## config.mk

```make
export PLATFORM = sky130hd
export DESIGN_NAME = sim_memory_access_bridge
export DESIGN_NICKNAME = d
export VERILOG_FILES = /design/src/rtl/sim_memory_access_bridge.sv
export SDC_FILE = /design/constraint.sdc
export NUM_CORES = 1
export LEC_CHECK = 0
export CAP_MARGIN = 20
export CORE_AREA = 2 2 121 123
export CTS_CLUSTER_DIAMETER = 150
export DETAILED_ROUTE_END_ITERATION = 10
export DIE_AREA = 0 0 123 125
export GPL_ROUTABILITY_DRIVEN = 0
export HOLD_SLACK_MARGIN = 0.05
export PLACE_DENSITY = 0.81
export SETUP_SLACK_MARGIN = 0.1
export SKIP_CTS_REPAIR_TIMING = 1
export SYNTH_ARGS = -nofsm -noshare
export SYNTH_HDL_FRONTEND = slang
export SYNTH_SLANG_ARGS = --single-unit
```

## constraint.sdc

```tcl
create_clock -name iCLOCK -period 7.3 [get_ports iCLOCK]
set_clock_uncertainty 0.1 [all_clocks]
set_input_delay 0.73 -clock iCLOCK [delete_from_list [all_inputs] [get_ports iCLOCK]]
set_output_delay 0.73 -clock iCLOCK [all_outputs]
set_load 0.02 [all_outputs]
```

## src/rtl/sim_memory_access_bridge.sv

```systemverilog
// Core-side load/store to 64-bit-line memory model bridge with an in-order read tag FIFO.
// Optional SIM_MEM_BRIDGE_ALIGN_CHECK_EN: drop misaligned requests and pulse oALIGN_ERR instead of aligning down.
module sim_memory_access_bridge #(
  parameter int P_TAG_DEPTH   = 4,
  parameter int P_TAG_DEPTH_N = 2
) (
  input  logic        iCLOCK,
  input  logic        iRESET_SYNC,
`ifdef SIM_MEM_BRIDGE_ALIGN_CHECK_EN
  output logic        oALIGN_ERR,
`endif
  input  logic        iREQ_VALID,
  output logic        oREQ_BUSY,
  input  logic [1:0]  iREQ_ORDER,
  input  logic        iREQ_RW,
  input  logic [31:0] iREQ_ADDR,
  input  logic [31:0] iREQ_DATA,
  output logic        oMEM_REQ,
  input  logic        iMEM_LOCK,
  output logic [1:0]  oMEM_ORDER,
  output logic [3:0]  oMEM_MASK,
  output logic        oMEM_RW,
  output logic [31:0] oMEM_ADDR,
  output logic [31:0] oMEM_DATA,
  input  logic        iMEM_VALID,
  output logic        oMEM_LOCK,
  input  logic [63:0] iMEM_DATA,
  output logic        oRD_VALID,
  input  logic        iRD_BUSY,
  output logic [31:0] oRD_DATA
);

  localparam logic [P_TAG_DEPTH_N+1:0] LP_DEPTH = P_TAG_DEPTH[P_TAG_DEPTH_N+1:0];

  logic                     iss_vld_q, iss_vld_d;
  logic [1:0]               iss_order_q, iss_order_d;
  logic [3:0]               iss_mask_q, iss_mask_d;
  logic                     iss_rw_q, iss_rw_d;
  logic [31:0]              iss_addr_q, iss_addr_d;
  logic [31:0]              iss_data_q, iss_data_d;
  logic [2:0]               iss_boff_q, iss_boff_d;
  logic [4:0]               tag_mem_q [P_TAG_DEPTH];
  logic [P_TAG_DEPTH_N-1:0] wr_ptr_q, wr_ptr_d, rd_ptr_q, rd_ptr_d;
  logic [P_TAG_DEPTH_N:0]   cnt_q, cnt_d;
  logic                     rsp_vld_q, rsp_vld_d;
  logic [31:0]              rsp_data_q, rsp_data_d;

  logic                     accept, fwd, drain, push, pop;
  logic [31:0]              addr_al, wdata, rd_word, rd_shift, rd_data;
  logic [3:0]               mask;
  logic [4:0]               tag;
  logic [P_TAG_DEPTH_N+1:0] occ;

  assign oMEM_LOCK = rsp_vld_q && iRD_BUSY;
  assign pop       = iMEM_VALID && !oMEM_LOCK && (cnt_q != '0);
  assign drain     = iss_vld_q && !iMEM_LOCK;
  assign push      = drain && !iss_rw_q;

  // A read still sitting in the issue register already owns a tag slot,
  // otherwise a read accepted behind it could overflow the FIFO.
  assign occ = {1'b0, cnt_q}
             + {{(P_TAG_DEPTH_N+1){1'b0}}, iss_vld_q && !iss_rw_q}
             - {{(P_TAG_DEPTH_N+1){1'b0}}, pop};
  assign oREQ_BUSY = (iss_vld_q && iMEM_LOCK) || (occ >= LP_DEPTH);
  assign accept    = iREQ_VALID && !oREQ_BUSY;

`ifdef SIM_MEM_BRIDGE_ALIGN_CHECK_EN
  logic misalign, align_err_q;
  assign misalign   = ((iREQ_ORDER == 2'b01) && iREQ_ADDR[0])
                   || (iREQ_ORDER[1] && (iREQ_ADDR[1:0] != 2'b00));
  assign fwd        = accept && !misalign;
  assign oALIGN_ERR = align_err_q;
`else
  assign fwd = accept;
`endif

  always_comb begin
    addr_al = iREQ_ADDR;
    mask    = 4'b1111;
    wdata   = iREQ_DATA;
    case (iREQ_ORDER)
      2'b00: begin
        mask  = 4'b0001 << iREQ_ADDR[1:0];
        wdata = {4{iREQ_DATA[7:0]}};
      end
      2'b01: begin
        addr_al[0] = 1'b0;
        mask       = 4'b0011 << {iREQ_ADDR[1], 1'b0};
        wdata      = {2{iREQ_DATA[15:0]}};
      end
      default: addr_al[1:0] = 2'b00;
    endcase
  end

  always_comb begin
    tag      = tag_mem_q[rd_ptr_q];
    rd_word  = tag[4] ? iMEM_DATA[63:32] : iMEM_DATA[31:0];
    rd_shift = rd_word >> {tag[3:2], 3'b000};
    case (tag[1:0])
      2'b00:   rd_data = {24'h0, rd_shift[7:0]};
      2'b01:   rd_data = {16'h0, rd_shift[15:0]};
      default: rd_data = rd_shift;
    endcase
  end

  always_comb begin
    iss_vld_d   = iss_vld_q && !drain;
    iss_order_d = iss_order_q;
    iss_mask_d  = iss_mask_q;
    iss_rw_d    = iss_rw_q;
    iss_addr_d  = iss_addr_q;
    iss_data_d  = iss_data_q;
    iss_boff_d  = iss_boff_q;
    if (fwd) begin
      iss_vld_d   = 1'b1;
      iss_order_d = iREQ_ORDER;
      iss_mask_d  = mask;
      iss_rw_d    = iREQ_RW;
      iss_addr_d  = {addr_al[31:2], 2'b00};
      iss_data_d  = wdata;
      iss_boff_d  = addr_al[2:0];
    end
    wr_ptr_d   = push ? wr_ptr_q + 1'b1 : wr_ptr_q;
    rd_ptr_d   = pop  ? rd_ptr_q + 1'b1 : rd_ptr_q;
    cnt_d      = cnt_q + {{P_TAG_DEPTH_N{1'b0}}, push} - {{P_TAG_DEPTH_N{1'b0}}, pop};
    rsp_vld_d  = rsp_vld_q && iRD_BUSY;
    rsp_data_d = rsp_data_q;
    if (pop) begin
      rsp_vld_d  = 1'b1;
      rsp_data_d = rd_data;
    end
  end

  always_ff @(posedge iCLOCK) begin
    if (push) tag_mem_q[wr_ptr_q] <= {iss_boff_q, iss_order_q};
  end

  always_ff @(posedge iCLOCK) begin
    if (iRESET_SYNC) begin
      iss_vld_q   <= 1'b0;
      iss_order_q <= 2'b00;
      iss_mask_q  <= 4'h0;
      iss_rw_q    <= 1'b0;
      iss_addr_q  <= 32'h0;
      iss_data_q  <= 32'h0;
      iss_boff_q  <= 3'h0;
      wr_ptr_q    <= '0;
      rd_ptr_q    <= '0;
      cnt_q       <= '0;
      rsp_vld_q   <= 1'b0;
      rsp_data_q  <= 32'h0;
`ifdef SIM_MEM_BRIDGE_ALIGN_CHECK_EN
      align_err_q <= 1'b0;
`endif
    end else begin
      iss_vld_q   <= iss_vld_d;
      iss_order_q <= iss_order_d;
      iss_mask_q  <= iss_mask_d;
      iss_rw_q    <= iss_rw_d;
      iss_addr_q  <= iss_addr_d;
      iss_data_q  <= iss_data_d;
      iss_boff_q  <= iss_boff_d;
      wr_ptr_q    <= wr_ptr_d;
      rd_ptr_q    <= rd_ptr_d;
      cnt_q       <= cnt_d;
      rsp_vld_q   <= rsp_vld_d;
      rsp_data_q  <= rsp_data_d;
`ifdef SIM_MEM_BRIDGE_ALIGN_CHECK_EN
      align_err_q <= accept && misalign;
`endif
`ifndef SYNTHESIS
      if (iMEM_VALID && !oMEM_LOCK && (cnt_q == '0))
        $display("[ERROR] sim_memory_access_bridge: returned line with no outstanding read, dropped");
`ifdef SIM_MEM_BRIDGE_ALIGN_CHECK_EN
      if (accept && misalign)
        $display("[ERROR] sim_memory_access_bridge: misaligned request addr=%08h order=%0d",
                 iREQ_ADDR, iREQ_ORDER);
`endif
`endif
    end
  end

  assign oMEM_REQ   = iss_vld_q;
  assign oMEM_ORDER = iss_order_q;
  assign oMEM_MASK  = iss_mask_q;
  assign oMEM_RW    = iss_rw_q;
  assign oMEM_ADDR  = iss_addr_q;
  assign oMEM_DATA  = iss_data_q;
  assign oRD_VALID  = rsp_vld_q;
  assign oRD_DATA   = rsp_data_q;

endmodule
```

# Word level (Yosys, flattened, before mapping)
# Memories as Yosys holds them, arrays and structs flattened. A register that Yosys moved wholly into a read port is not among the register bits.
# Cells that the tools add are included.
# classes
n_addsub,6
order_cmp,1
n_eq_ne,2
shift,3
muxes,12
n_reduce_logical,19
# ops
op,count
32-bit one-hot mux with 2 select lines,2
32-bit two-way mux,1
32-bit by 5-bit right shift with 32-bit output,1
1-bit logical AND,9
4-bit one-hot mux with 2 select lines,1
1-bit two-way mux,6
1-bit zero test,5
2-bit by 1-bit adder with 2-bit output (second input constant),2
3-bit by 1-bit adder with 4-bit output,1
2-bit by 1-bit == test with 1-bit output (second input constant),2
4-bit by 3-bit greater-or-equal comparator with 1-bit output (second input constant),1
2-bit zero test,2
2-bit two-way mux,2
1-bit by 2-bit left shift with 4-bit output (first input constant),1
2-bit by 2-bit left shift with 4-bit output (first input constant),1
4-bit by 1-bit subtractor with 4-bit output,1
3-bit by 1-bit adder with 3-bit output,1
3-bit nonzero test,1
3-bit by 1-bit subtractor with 3-bit output,1
2-bit OR reduction,1
1-bit logical OR,1
# totals
reg_bits,113
ram_bits,20
elab_cells,56
memories,1
# mem_list
name,depth,width,rd,rd_ports_with_merged_regs,write_ports,line_no,rtl
tag_mem_q,4,5,1,1,1,42,logic [4:0] tag_mem_q [P_TAG_DEPTH];

# Depth between registers and ports, before layout
# logic_depth
word_depth,10
depth_mapped,12
ltp_nobuf,9

# Worst setup path before layout
# OpenSTA, ideal clock, no wires.
# synth_timing
path_type,input to output
startpoint,input iMEM_VALID
endpoint,output oREQ_BUSY
arrival_time_ns,2.750
t_required_ns,6.470
slack_ns,3.720
cell_stages,10
n_path_buf,3
cell_sequence,a21boi_2 -> o31a_1 -> clkbuf_1 -> nand2_1 -> ha_1 -> a31oi_1 -> mux2_1 -> buf_4 -> inv_2 -> buf_2
# synth_between
elab_chain_len,5
# synth_rtl
element,line_no,rtl
from (decl),25,"input logic iMEM_VALID,"
1-bit logical AND (2 in series),55,assign pop = iMEM_VALID && !oMEM_LOCK && (cnt_q != '0);
4-bit by 1-bit subtractor with 4-bit output,63,"- {{(P_TAG_DEPTH_N+1){1'b0}}, pop};"
4-bit by 3-bit greater-or-equal comparator with 1-bit output,64,assign oREQ_BUSY = (iss_vld_q && iMEM_LOCK) || (occ >= LP_DEPTH);
1-bit logical OR,64,
to (decl),13,"output logic oREQ_BUSY,"
# Every way passes these cells.

# Worst setup path in the final report
# Ends and elaborated chain as after synthesis.

==> results.sh <==
export IMPL_status="complete, no violations"
export IMPL_synth_top_family_by_area="compound AO/OA/AOI/OAI gates"
export IMPL_hold_viol_final=0
export IMPL_synth_xor_area_share_pct=0.796
export IMPL_slew_headroom_pct=25.0
export IMPL_p_per_area_nw_per_um2=368
export IMPL_final_net_count=1057
export IMPL_hold_path_depth=2
export IMPL_grt_total_usage_pct=26.5
export IMPL_cts_buffers=17
export IMPL_remaining_drc_errors=0
export IMPL_htreeDepth=4
export IMPL_crit_type="input pin to output pin"
export IMPL_place_detailed_instances=1077
export IMPL_hold_path_class="flip-flop to flip-flop"
export IMPL_synthAdderAreaFrac_pct=1.63
export IMPL_initial_utilization_pct=46.5
export IMPL_antenna_found_initial=0
export IMPL_setup_tns_ps=0
export IMPL_cts_tree="done"
export IMPL_clk_pin_slew_ps=60
export IMPL_syn_area_um2=6600
export IMPL_reg2reg_slack_ps=3650
export IMPL_fin_cells=1109
export IMPL_vias_per_cell=5.67
export IMPL_tightestPinTransition_ps=1120
export IMPL_ff2ff_path_depth=11
export IMPL_ys_flop_type="dfxtp_1"
export IMPL_worst_slack_ps=2540
export IMPL_syn_avg_cell_area_um2=9.33
export IMPL_first_global_vias=6313
export IMPL_synth_cells=708
export IMPL_slew_violations=0
export IMPL_synthMuxAreaShare_pct=17.9
export IMPL_num_rows=44
export IMPL_final_common_cell="clkdlybuf4s50_1"
export IMPL_dpl_hpwl_mm=14.2
export IMPL_ys_types=44
export IMPL_synth_warnings=0
export IMPL_min_to="oRD_DATA[14]$_SDFFE_PP0P_"
export IMPL_drt_total_wl_mm=20.8
export IMPL_fin_crit_sh_pct=65.2
export IMPL_io_buffers=241
export IMPL_synth_compound_area_share_pct=18.4
export IMPL_ant_nets=0
export IMPL_synth_edff_count=20
export IMPL_rr_startpoint="oRD_VALID$_SDFF_PP0_"
export IMPL_cts_root_buf="clkbuf_16"
export IMPL_p_leak_nw=3.67
export IMPL_overflow=0
export IMPL_cp_slowest_stage_delay_ps=600
export IMPL_min_from="oRD_DATA[14]$_SDFFE_PP0P_"
export IMPL_timing_hold_ws_ps=359
export IMPL_ys_async_sr_fraction_pct=0
export IMPL_layout_common_cells="239 x clkdlybuf4s50_1, 114 x dfxtp_1, 98 x mux2i_1"
export IMPL_end_kind="output pin"
export IMPL_drt_first_pass_iters=5
export IMPL_cts_num_sinks=134
export IMPL_setup_viol=0
export IMPL_place_area_um2=8970
export IMPL_path_buf_inv=4
export IMPL_worst_path_most_repeated_cell="clkdlybuf4s50_1"
export IMPL_clock_latency_ps=420
export IMPL_arrival_ps=3930
export IMPL_startpoint_type="input pin"
export IMPL_min_period_ps=4760
export IMPL_cp_data_required_time_ps=6470
export IMPL_worst_path_max_fanout=55
export IMPL_insertedDiodeCount=0
export IMPL_cts_path_max_buffers=2
export IMPL_final_area_um2=9650
export IMPL_num_io_pins=244
export IMPL_critPathTopFamily="buffers and inverters"
export IMPL_drive_above_1_share_pct=6.59
export IMPL_rsz0062_at_grt="false"
export IMPL_syn_to_final_growth_pct=46.2
export IMPL_yosys_area_share_simple_pct=11.9
export IMPL_die_w_um=123
export IMPL_drt_first_iter_violations=368
export IMPL_r2r_end="oMEM_ADDR[14]$_SDFFE_PP0P_"
export IMPL_synth_seq_area_share_pct=43.7
export IMPL_cp_slowest_cell="clkdlybuf4s50_1"
export IMPL_crit_chain="clkdlybuf4s50_1 > a21boi_2 > o31a_1 > nand2_1 > ha_1 > a31oi_1 > mux2_2 > buf_4 > inv_2 > clkdlybuf4s50_1"
export IMPL_timing_fmax_mhz=210
export IMPL_core_area_um2=14200
export IMPL_synth_seq_cells=134
export IMPL_die_h_um=125
export IMPL_peakVddDrop_v=0.000587
export IMPL_grt_max_degree=99
export IMPL_grt_pass1_wl_mm=32.0
export IMPL_drv_cap=0
export IMPL_wire_per_inst_um=18.7
export IMPL_die_area_um2=15400
export IMPL_place_ws_ps=2480
export IMPL_via_count=6285
==> sequential cells by signal (all words and copies together) (netlist names), named ones only <==
| register | flops |
|---|---|
| oMEM_RW | 1 |
| iss_boff_q | 2 |
| cnt_q | 3 |
| oRD_DATA | 32 |
| oMEM_REQ | 1 |
| wr_ptr_q | 2 |
| oRD_VALID | 1 |
| oMEM_DATA | 32 |
| rd_ptr_q | 2 |
| oMEM_ORDER | 2 |
| tag_mem_q | 20 |
| oMEM_MASK | 4 |
| oMEM_ADDR | 30 |
==> cell type report <==
type                            count  area (µm²)
Clock inverter                     14         255
Tap cell                          184         230
Inverter                            9        35.0
Fill cell                        1146        4550
Clock buffer                       18         429
Timing Repair Buffer              248        2460
Sequential cell                   134        2880
Multi-Input combinational cell    502        3360
==> worst max path at each step <==
stage	slack (ps)	endpoint	startpoint	depth (start not counted)
after global placement	2550	oREQ_BUSY	iMEM_VALID	10
after CTS	2480	oREQ_BUSY	iMEM_VALID	10
after detailed placement	2480	oREQ_BUSY	iMEM_VALID	10
after global routing	2300	oREQ_BUSY	iMEM_VALID	10
final	2540	oREQ_BUSY	iMEM_VALID	10
after floorplan	3720	oREQ_BUSY	iMEM_VALID	10
==> cell families (layout without fill, tap and decap cells) <==
family | Yosys count | after routing
buffers and inverters | 73 | 289
xor gates and xnor gates | 6 | 6
and+or+nand+nor | 162 | 162
muxes | 112 | 112
AOI/OAI and AO/OA | 212 | 212
DFF | 134 | 134
adders and majority gates | 8 | 8
other | 1 | 2
==> stage by stage <==
step	utilization [%]	power, mW
6_report	68.0	3.55
5_1_grt	68.0	3.73
4_1_cts	68.0	3.56
3_5_place_dp	63.1	2.55
3_3_place_gp	63.1	2.54
2_1_floorplan	-	2.03
==> metal layers <==
layer	up-vias	track usage, %	share of wire, %
li1	2967	-	-
met1	2972	30.7	39
met2	300	42.7	47
met3	46	9.63	10
met4	0	13.9	3.9
met5	-	0	0
==> power by group <==
group / switching [mW] / leakage [nW] / internal, mW
Clock: 0.323 / 0.334 / 0.673
Combinational: 0.914 / 2.22 / 0.636
Sequential: 0.0978 / 1.12 / 0.908
Total: 1.33 / 3.67 / 2.22
==> tightest hold or removal path: stages (launching register included) <==
cell	delay, ps
dfxtp_1	310
nand2_1	50
a21oi_1	50
==> cells in the mapped netlist (10+ instances only) <==
cell type  number  share of area, %
dfxtp_1       114                35
mux2i_1        98                15
a21oi_1        75               5.7
o21ai_0        60               4.5
nor2_1         52               3.0
nand3_1        49               3.7
clkbuf_1       31               1.8
nor2b_1        21               2.0
edfxtp_1       20               9.1
o31ai_1        19               2.2
nand2_1        17              0.97
buf_2          16               1.2
o22ai_1        16               1.5
o21ai_1        13              0.99
buf_4          10               1.1
No activity file was read; power rests on OpenSTA's default activity.
